[src/rtl/branch_resolve_unit_pkg.sv]
// Shared encodings for the branch resolution unit: branch conditions, FSM states and the
// target-alignment constant.
package branch_resolve_unit_pkg;

    // RV32I conditional branch funct3 encodings (3'b010 / 3'b011 are reserved).
    typedef enum logic [2:0] {
        F3Beq  = 3'b000,
        F3Bne  = 3'b001,
        F3Blt  = 3'b100,
        F3Bge  = 3'b101,
        F3Bltu = 3'b110,
        F3Bgeu = 3'b111
    } funct3_e;

    typedef enum logic {
        StIdle     = 1'b0,
        StRedirect = 1'b1
    } bru_state_e;

    // With IALIGN=32 a target is misaligned when this bit is set (bit 0 is never set here).
    localparam int unsigned IalignMisalignBit = 1;

    // Reserved branch encodings are 3'b010 and 3'b011.
    function automatic logic funct3_illegal(input logic [2:0] funct3);
        return funct3[2:1] == 2'b01;
    endfunction

endpackage

[src/rtl/branch_compare.sv]
// Combinational XLEN-wide branch condition evaluation (EQ/NE/LT/GE/LTU/GEU).
module branch_compare
    import branch_resolve_unit_pkg::*;
#(
    parameter int unsigned XLEN = 32
) (
    input  logic [2:0]      funct3_i,
    input  logic [XLEN-1:0] rs1_i,
    input  logic [XLEN-1:0] rs2_i,
    output logic            taken_o
);

    logic eq;
    logic lt;
    logic ltu;

    assign eq  = (rs1_i == rs2_i);
    assign lt  = ($signed(rs1_i) < $signed(rs2_i));
    assign ltu = (rs1_i < rs2_i);

    // Select the condition; reserved encodings never report taken.
    always_comb begin
        taken_o = 1'b0;
        unique case (funct3_e'(funct3_i))
            F3Beq:   taken_o = eq;
            F3Bne:   taken_o = ~eq;
            F3Blt:   taken_o = lt;
            F3Bge:   taken_o = ~lt;
            F3Bltu:  taken_o = ltu;
            F3Bgeu:  taken_o = ~ltu;
            default: taken_o = 1'b0;
        endcase
    end

endmodule

[src/rtl/branch_resolve_unit.sv]
// Branch/jump resolution for the multi-cycle RV32 core: evaluates the condition in the
// configured stage, registers the target and offers a PC redirect to fetch until accepted.
module branch_resolve_unit
    import branch_resolve_unit_pkg::*;
#(
    parameter int unsigned XLEN       = 32,
    parameter int unsigned STAGE_W    = 2,
    parameter int unsigned EVAL_STAGE = 2,
    parameter int unsigned CNT_W      = 16
) (
    input  logic               clk_i,
    input  logic               rst_ni,
    input  logic [STAGE_W-1:0] stage_i,
    input  logic               branch_instruction_i,
    input  logic               jal_i,
    input  logic               jalr_i,
    input  logic [2:0]         funct3_i,
    input  logic [XLEN-1:0]    bus_rs1_i,
    input  logic [XLEN-1:0]    bus_rs2_i,
    input  logic [XLEN-1:0]    pc_i,
    input  logic [XLEN-1:0]    imm_i,
    input  logic               redirect_ready_i,
    output logic               redirect_valid_o,
    output logic [XLEN-1:0]    redirect_pc_o,
    output logic               branch_enable_o,
    output logic               busy_o,
    output logic               misalign_exc_o,
    output logic               illegal_exc_o,
    output logic [CNT_W-1:0]   branch_count_o,
    output logic [CNT_W-1:0]   taken_count_o
);

    bru_state_e       state_q;
    logic             redirect_valid_q;
    logic [XLEN-1:0]  redirect_pc_q;
    logic             branch_enable_q;
    logic             misalign_q;
    logic             illegal_q;
    logic [CNT_W-1:0] branch_count_q;
    logic [CNT_W-1:0] taken_count_q;

    logic             request;
    logic             cond_taken;
    logic             illegal;
    logic             taken;
    logic [XLEN-1:0]  sum_base;
    logic [XLEN-1:0]  target_sum;
    logic [XLEN-1:0]  target_d;

    assign request = (stage_i == STAGE_W'(EVAL_STAGE))
                   & (branch_instruction_i | jal_i | jalr_i);

    branch_compare #(
        .XLEN(XLEN)
    ) u_branch_compare (
        .funct3_i(funct3_i),
        .rs1_i   (bus_rs1_i),
        .rs2_i   (bus_rs2_i),
        .taken_o (cond_taken)
    );

    // Jumps ignore funct3; only a conditional branch can carry a reserved encoding.
    assign illegal = branch_instruction_i & ~jal_i & ~jalr_i & funct3_illegal(funct3_i);
    assign taken   = jal_i | jalr_i | (branch_instruction_i & cond_taken);

    // Target adder: pc+imm, or (rs1+imm) with bit 0 cleared for JALR; wraps modulo 2^XLEN.
    always_comb begin
        sum_base   = jalr_i ? bus_rs1_i : pc_i;
        target_sum = sum_base + imm_i;
        target_d   = jalr_i ? {target_sum[XLEN-1:1], 1'b0} : target_sum;
    end

    // Redirect FSM with registered outputs, exception pulses and saturating statistics.
    always_ff @(posedge clk_i or negedge rst_ni) begin
        if (!rst_ni) begin
            state_q          <= StIdle;
            redirect_valid_q <= 1'b0;
            redirect_pc_q    <= '0;
            branch_enable_q  <= 1'b0;
            misalign_q       <= 1'b0;
            illegal_q        <= 1'b0;
            branch_count_q   <= '0;
            taken_count_q    <= '0;
        end else begin
            misalign_q <= 1'b0;
            illegal_q  <= 1'b0;
            case (state_q)
                StIdle: begin
                    if (request) begin
                        if (illegal) begin
                            illegal_q       <= 1'b1;
                            branch_enable_q <= 1'b0;
                        end else begin
                            if (~&branch_count_q) begin
                                branch_count_q <= branch_count_q + CNT_W'(1);
                            end
                            if (taken && target_d[IalignMisalignBit]) begin
                                misalign_q      <= 1'b1;
                                branch_enable_q <= 1'b0;
                            end else if (taken) begin
                                branch_enable_q  <= 1'b1;
                                redirect_valid_q <= 1'b1;
                                redirect_pc_q    <= target_d;
                                state_q          <= StRedirect;
                                if (~&taken_count_q) begin
                                    taken_count_q <= taken_count_q + CNT_W'(1);
                                end
                            end else begin
                                branch_enable_q <= 1'b0;
                            end
                        end
                    end
                end
                StRedirect: begin
                    // New requests are ignored here, including in the accept cycle.
                    if (redirect_ready_i) begin
                        redirect_valid_q <= 1'b0;
                        state_q          <= StIdle;
                    end
                end
                default: begin
                    redirect_valid_q <= 1'b0;
                    state_q          <= StIdle;
                end
            endcase
        end
    end

    assign redirect_valid_o = redirect_valid_q;
    assign redirect_pc_o    = redirect_pc_q;
    assign branch_enable_o  = branch_enable_q;
    assign busy_o           = redirect_valid_q;
    assign misalign_exc_o   = misalign_q;
    assign illegal_exc_o    = illegal_q;
    assign branch_count_o   = branch_count_q;
    assign taken_count_o    = taken_count_q;

endmodule

[config.mk]
export PLATFORM = sky130hd
export DESIGN_NAME = branch_resolve_unit
export DESIGN_NICKNAME = d
export VERILOG_FILES = /design/src/rtl/branch_resolve_unit_pkg.sv /design/src/rtl/branch_compare.sv /design/src/rtl/branch_resolve_unit.sv
export SDC_FILE = /design/constraint.sdc
export NUM_CORES = 1
export LEC_CHECK = 0
export BUFFER_PORTS_ARGS = -buffer_cell sky130_fd_sc_hd__buf_2
export CORE_ASPECT_RATIO = 1.25
export CORE_MARGIN = 3
export CORE_UTILIZATION = 51
export CTS_CLUSTER_SIZE = 10
export DETAILED_ROUTE_END_ITERATION = 8
export GPL_ROUTABILITY_DRIVEN = 1
export PLACE_DENSITY_LB_ADDON = 0.3
export SYNTH_ARGS = -nofsm -noshare
export SYNTH_HDL_FRONTEND = slang
export SYNTH_HIERARCHICAL = 1
export SYNTH_SLANG_ARGS = --single-unit
[constraint.sdc]
create_clock -name clk_i -period 2.6 [get_ports clk_i]
set_clock_uncertainty 0.15 [all_clocks]
set_input_delay 0.52 -clock clk_i [delete_from_list [all_inputs] [get_ports clk_i]]
set_output_delay 0.52 -clock clk_i [all_outputs]
set_load 0.02 [all_outputs]
==> out/qor.yml, run 1 <==
status:
  status: "complete, but fails checks"
  violations: "setup timing"
cts:
  cts_buffer_depth: 2
  cts_sinks: 69
  clk_pin_slew_ns: 0.06
  clk_latency_ns: 0.32
  cts_root_buf: "clkbuf_16"
  htree_levels: 3
  numCtsBuffers: 9
  cts_tree: "built"
  postCtsHoldBufs: 0
yosys:
  synth_cell_types: 70
  ys_ff_latch: 69
  syn_area_um2: 5904
  synth-edff-count: 0
  synth_nets: 860
  ys_warn_count: 6
  synthCells: 655
  synth_ff_type: "dfrtp_1"
  syn_area_per_cell_um2: 9.014
  ys_seq_area_share_pct: 29.24
  async_reset_ff_share_pct: 100.0
routing:
  vias: 6750
  avgRoutedWirePerCell_um: 19.24
  drtIter0Drc: 355
  totalWireLength_um: 21800
  drt_first_pass_iters: 5
  ant_nets: 0
  viasPerCell: 5.958
  route.detailed.drc: 0
die:
  initial_core_util_pct: 52.76
  die_h_um: 126.3
  fp.coreArea_um2: 11190
  num_rows: 43
  io_pins: 208
  die-width_um: 102.2
  dieArea_um2: 12910
grt:
  grt_max_degree: 47
  grt_pass1_wl_um: 30730
  grt_remaining_overflow: 0
  antenna_found_initial: 0
  grtUsageTotal_pct: 29.54
  first_global_vias: 6750
pwr:
  vdd_drop_max_uv: 512.5
  combPwrFrac_pct: 49.2
  internal_power_mw: 3.248
  p_leak_nw: 4.595
  total_power_mw: 5.506
  clockPowerShare_pct: 20.4
  p_sw_mw: 2.258
  p_sw_share_pct: 41.01
  seqPwrFrac_pct: 30.4
  p_per_area_nw_per_um2: 591.5
placed_design:
  dpl.hpwl_um: 15500
  post-place-ws_ns: -1.145
  numPortBuffers: 207
  gp_congestion: 0.9144
setup_path:
  crit_arrival_ns: 3.62
  end_kind: "register"
  reg2reg_to: "taken_count_o[15]"
  critPathKind: "in -> reg"
  required_ns: 2.67
  critPathMaxFanout: 6
  r2r_start: "taken_count_o[4]"
  startpoint_type: "input port"
  reg2reg_depth: 7
  cp-startpoint: "bus_rs1_i[28]"
  reg2reg_slack_ns: 0
timing:
  worstMarginPinSlew_ns: 0.6675
  maxSlewHeadroom_pct: 55.50
  holdWs_ns: 0.07766
  slew_viol_final: 0
  hold_viol: 0
  max_freq_mhz: 281.5
  fin_crit_ns: 3.552
  setup_viol: 52
  fin_crit_sh_pct: 136.6
  layout_setup_ws_ns: -0.9522
  rsz0062_at_grt: "true"
cells_and_area:
  fin_util_pct: 83.18
  area_growth_pct: 57.66
  drive_above_1_share_pct: 52.51
  nFillCells: 649
  fin_nets: 1198
  diodes: 0
flow_run:
  cap_violations: 0
worst_hold_path:
  hp-class: "in -> async"
-- worst max path at each step --
stage,end,slack (ns)
5_1_grt,taken_count_o[15],-1.05
4_1_cts,taken_count_o[9],-0.67
2_1_floorplan,redirect_pc_o[30],-0.77
6_report,taken_count_o[15],-0.95
3_3_place_gp,redirect_pc_o[17],-1.02
3_5_place_dp,redirect_pc_o[17],-1.15
-- power by group through the flow --
| stage | logic [mW] | registers (mW) | clock network [mW] |
|---|---|---|---|
| 2_1_floorplan | 1.06 | 2.01 | 0 |
| 3_3_place_gp | 2.39 | 1.64 | 0 |
| 3_5_place_dp | 2.46 | 1.65 | 0 |
| 4_1_cts | 2.52 | 1.64 | 1.13 |
| 5_1_grt | 2.90 | 1.70 | 1.19 |
| 6_report | 2.71 | 1.68 | 1.12 |
-- routing by layer --
layer | GRT usage (%) | vias up | wire length, um
li1 | - | 3065 | -
met2 | 55.72 | 332 | 11610
met1 | 31.07 | 3248 | 7579
met3 | 4.565 | 105 | 1239
met4 | 14.05 | 0 | 1375
met5 | 0 | - | 0
-- flip-flops by register name (all words and copies together) (netlist names) --
| name | cells |
|---|---|
| redirect_pc_o | 32 |
| branch_count_o | 16 |
| taken_count_o | 16 |
| branch_enable_o | 1 |
| busy_o | 1 |
| illegal_exc_o | 1 |
| misalign_exc_o | 1 |
| state_q | 1 |
-- cells in the final DEF, fill, tap and decap left out, drive strengths merged, types with 25 or more instances in the layout --
master / Yosys / routed
nand2: 80 / 80
inv: 47 / 47
nor2: 25 / 25
a21oi: 46 / 46
dfrtp: 69 / 69
xnor2: 35 / 35
mux2: 33 / 33
buf: 15 / 349
ha: 65 / 65
o21ai: 34 / 34
nand4: 26 / 26
-- cells in the mapped netlist, types with 2 or more instances --
master     count  area, um^2
inv_1         47       176.4
nor2_1        25       93.84
o2111ai_1      2       17.52
a21oi_1       45       225.2
o31ai_1        7       52.55
and3_1        10       62.56
buf_4          2       15.01
a2111oi_4      2       55.05
mux2_2        33       371.6
a211o_1        3       26.28
clkbuf_1       8       30.03
buf_2          4       20.02
o211ai_1       6       45.04
a2111oi_0      3       26.28
a31o_2         2       17.52
o21a_1         7       52.55
buf_6          6       67.56
nor3_1        13       65.06
mux2i_1        3       30.03
a221oi_2       2       30.03
o21ai_0       33       165.2
nor2b_1        6       37.54
xor2_1        17       148.9
buf_1          3       11.26
xnor2_1       35       306.5
a21o_1        20       150.1
nand3_1       21       105.1
ha_1          65       813.3
a221o_1        2       20.02
a211oi_1       3       22.52
and4_1         3       26.28
o311ai_0       2       17.52
o22ai_1        2       12.51
a311oi_2       2       30.03
nand2_1       80       300.3
dfrtp_1       69        1727
nand4_1       26       162.7
and4_2         2       20.02
or4_1          3       22.52
-- repair_timing --
| action | CTS | global route |
|---|---|---|
| setup endpoints to repair | 52 | 52 |
| buffers inserted | 6 | 8 |
| gates resized for setup | 34 | 63 |
| cloned | 1 | 2 |
| pin swaps | 10 | 13 |
-- worst max-delay path, cell delays in order --
cell and delay (ns):
buf_6 0.10, ha_4 0.25, nand4_1 0.21, nor3_2 0.36
nand3_1 0.19, a21oi_2 0.20, or4_1 0.15, a31o_1 0.21
nand2_2 0.08, a2111o_2 0.50, a211o_4 0.40, nor3_2 0.24
xnor2_1 0.21
-- cells by family (layout without fill, tap and decap cells) --
logic type | after synthesis | in the layout | synth area share [%]
muxes | 36 | 36 | 6.802
and+or+nand+nor | 197 | 197 | 16.38
adders and majority gates | 66 | 66 | 14.11
xor gates and xnor gates | 52 | 52 | 7.713
AOI/OAI and AO/OA | 164 | 164 | 20.24
DFF | 69 | 69 | 29.24
buffers and inverters | 71 | 414 | 5.509
-- cell type report --
cell class	instances	area, um^2	share of cell area (%)
repair buffers	351	2349	25.23
inverters	47	234.0	2.513
clock buffers	10	239.0	2.567
clock inverters	6	38.79	0.4167
multi-input cells	515	4553	48.91
well taps	135	168.9	1.815
flip-flops and latches	69	1727	18.55
-- through the flow --
stage / cells / TNS, ns / instance area (um^2)
final: 1133 / -34.26 / 9309
after global routing: 1133 / -39.90 / 9309
after CTS: 1127 / -25.83 / 8970
after detailed placement: 1104 / -50.44 / 8483
after global placement: 1104 / -45.87 / 8483
after floorplan: 655 / -23.77 / 6480
Power figures use the tool's default switching activity.
==> run 2: changes to the inputs <==
Settings changed: CORE_UTILIZATION 51 to 53, CTS_BUF_LIST set to sky130_fd_sc_hd__clkbuf_8, SLEW_MARGIN set to 20.
==> run 2 against run 1 <==
Against the previous run: the flow still finishes with violations (setup timing); non-clock buffer count fell by 2; worst hold slack got worse by 0.049 ns; largest power group unchanged; global-route usage rose by 1.9 points.
==> out/qor.yml, run 2 (synthesis results as in run 1) <==
setup_path:
  reg2reg_depth: 7  # unchanged
  required_ns: 2.68  # about the same
  critPathMaxFanout: 6  # unchanged
  crit_arrival_ns: 3.36  # -0.26 ns
  startpoint_type: "input port"
  critPathKind: "in -> reg"
  end_kind: "register"
flow_run:
  cap_violations: 0  # unchanged
timing:
  rsz0062_at_grt: "true"
  maxSlewHeadroom_pct: 57.67  # +2.2 points
  hold_viol: 0  # unchanged
  setup_viol: 52  # unchanged
  holdWs_ns: 0.02828  # -0.04938 ns
  max_freq_mhz: 304.3  # +8.1%
  layout_setup_ws_ns: -0.6861  # +0.2662 ns
  fin_crit_sh_pct: 126.4  # -10 points
  slew_viol_final: 0  # unchanged
  worstMarginPinSlew_ns: 0.6349  # -0.03260 ns
  fin_crit_ns: 3.286  # -0.2662 ns
grt:
  grtUsageTotal_pct: 31.41  # +1.9 points
  first_global_vias: 6696  # -0.80%
  grt_max_degree: 43  # -8.5%
  grt_remaining_overflow: 0  # unchanged
  grt_pass1_wl_um: 30990  # +0.85%
  antenna_found_initial: 0  # unchanged
cts:
  numCtsBuffers: 9  # unchanged
  clk_pin_slew_ns: 0.08  # +0.02 ns
  cts_tree: "built"
  htree_levels: 3  # unchanged
  clk_latency_ns: 0.35  # +0.03 ns
  cts_buffer_depth: 2  # unchanged
  cts_sinks: 69  # unchanged
  cts_root_buf: "clkbuf_8"
die:
  num_rows: 42  # -2.3%
  die_h_um: 124.0  # -1.8%
  dieArea_um2: 12450  # -3.6%
  die-width_um: 100.4  # -1.8%
  io_pins: 208  # unchanged
  fp.coreArea_um2: 10720  # -4.2%
  initial_core_util_pct: 55.08  # +2.3 points
placed_design:
  dpl.hpwl_um: 15950  # +2.9%
  post_dp_cell_area_um2: 8467  # -0.19%
  post-place-ws_ns: -1.074  # +0.07106 ns
  numPortBuffers: 207  # unchanged
  gp_congestion: 0.9056  # -0.96%
routing:
  totalWireLength_um: 20800  # -4.6%
  avgRoutedWirePerCell_um: 18.44  # -4.2%
  ant_nets: 0  # unchanged
  viasPerCell: 5.831  # -2.1%
  drtIter0Drc: 285  # -20%
  vias: 6577  # -2.6%
  route.detailed.drc: 0  # unchanged
  drt_first_pass_iters: 5  # unchanged
cells_and_area:
  final_cell_mix: "buf_2 (184), buf_4 (132), nand2_1 (75)"
  diodes: 0  # unchanged
  drive_above_1_share_pct: 51.31  # -1.2 points
  largest_register_ffs: 32  # unchanged
  fin_nets: 1196  # -0.17%
  layout_commonest_cell: "buf_2"
  area_growth_pct: 55.67
  fin_area_um2: 9191  # -1.3%
status:
  status: "complete, but fails checks"
  violations: "setup timing"
pwr:
  total_power_mw: 5.240  # -4.8%
  vdd_drop_max_uv: 728.7  # +42%
  p_leak_nw: 4.565  # -0.64%
  p_per_area_nw_per_um2: 570.1  # -3.6%
worst_hold_path:
  hp-class: "in -> async"
run 2: what timing repair did:
action | in CTS | in global routing
gates resized for setup | 55 | 35
setup buffers | 3 | 6
hold buffers | 0 | 0
pin swaps | 19 | 7
setup endpoints to repair | 52 | 52
cloned | 3 | 0
run 2: layout make-up:
class / count / area (um^2)
well taps: 132 / 165.2
clock buffers: 11 / 151.4
repair buffers: 349 / 2370
inverters: 47 / 231.5
flip-flops and latches: 69 / 1727
multi-input cells: 515 / 4488
clock inverters: 5 / 58.81
fillers: 617 / 1529
run 2: worst paths after layout:
| check | slack (ns) | end | startpoint |
|---|---|---|---|
| min reg2reg | 0.34 | redirect_pc_o[2] | redirect_pc_o[2] |
| max | -0.69 | taken_count_o[6] | bus_rs2_i[21] |
| max in group asynchronous | 1.61 | redirect_pc_o[30] | rst_ni |
| min in group clk_i | 0.20 | state_q | redirect_ready_i |
| max reg2reg | 0.32 | branch_count_o[13] | branch_count_o[0] |
| min | 0.03 | branch_count_o[8] | rst_ni |
run 2: report_power, final:
group          internal (mW)  switching (mW)  leakage (nW)  total, mW
clock network          0.495           0.410         0.102      0.905
logic                   1.18            1.50          3.58       2.68
registers               1.39           0.264         0.887       1.65
run 2: metal layers:
| metal | wire length (um) | GRT usage, % | part of all wire (%) |
|---|---|---|---|
| met1 | 7366 | 32.98 | 35 |
| met3 | 1283 | 6.555 | 6.2 |
| met4 | 1044 | 14.07 | 5.0 |
| met2 | 11100 | 59.54 | 53 |
| met5 | 0 | 0 | 0 |
run 2: stage by stage:
stage               utilization (%)  instances  TNS (ns)
finish                        85.74       1128    -28.04
global route                  85.74       1128    -33.51
CTS                           83.95       1122    -23.98
detailed placement            78.98       1101    -46.18
global placement              78.98       1101    -41.87
floorplan                         -        655    -23.77
run 2: critical path, stage by stage:
cell,delay [ns]
buf_2,0.10
inv_2,0.04
ha_4,0.26
nand4_1,0.15
or4b_4,0.57
o22ai_2,0.14
or4_1,0.14
a31o_1,0.20
nand2_2,0.07
buf_6,0.12
a2111oi_4,0.35
o31ai_2,0.16
nor2_4,0.21
nand3_1,0.16
xnor2_1,0.16
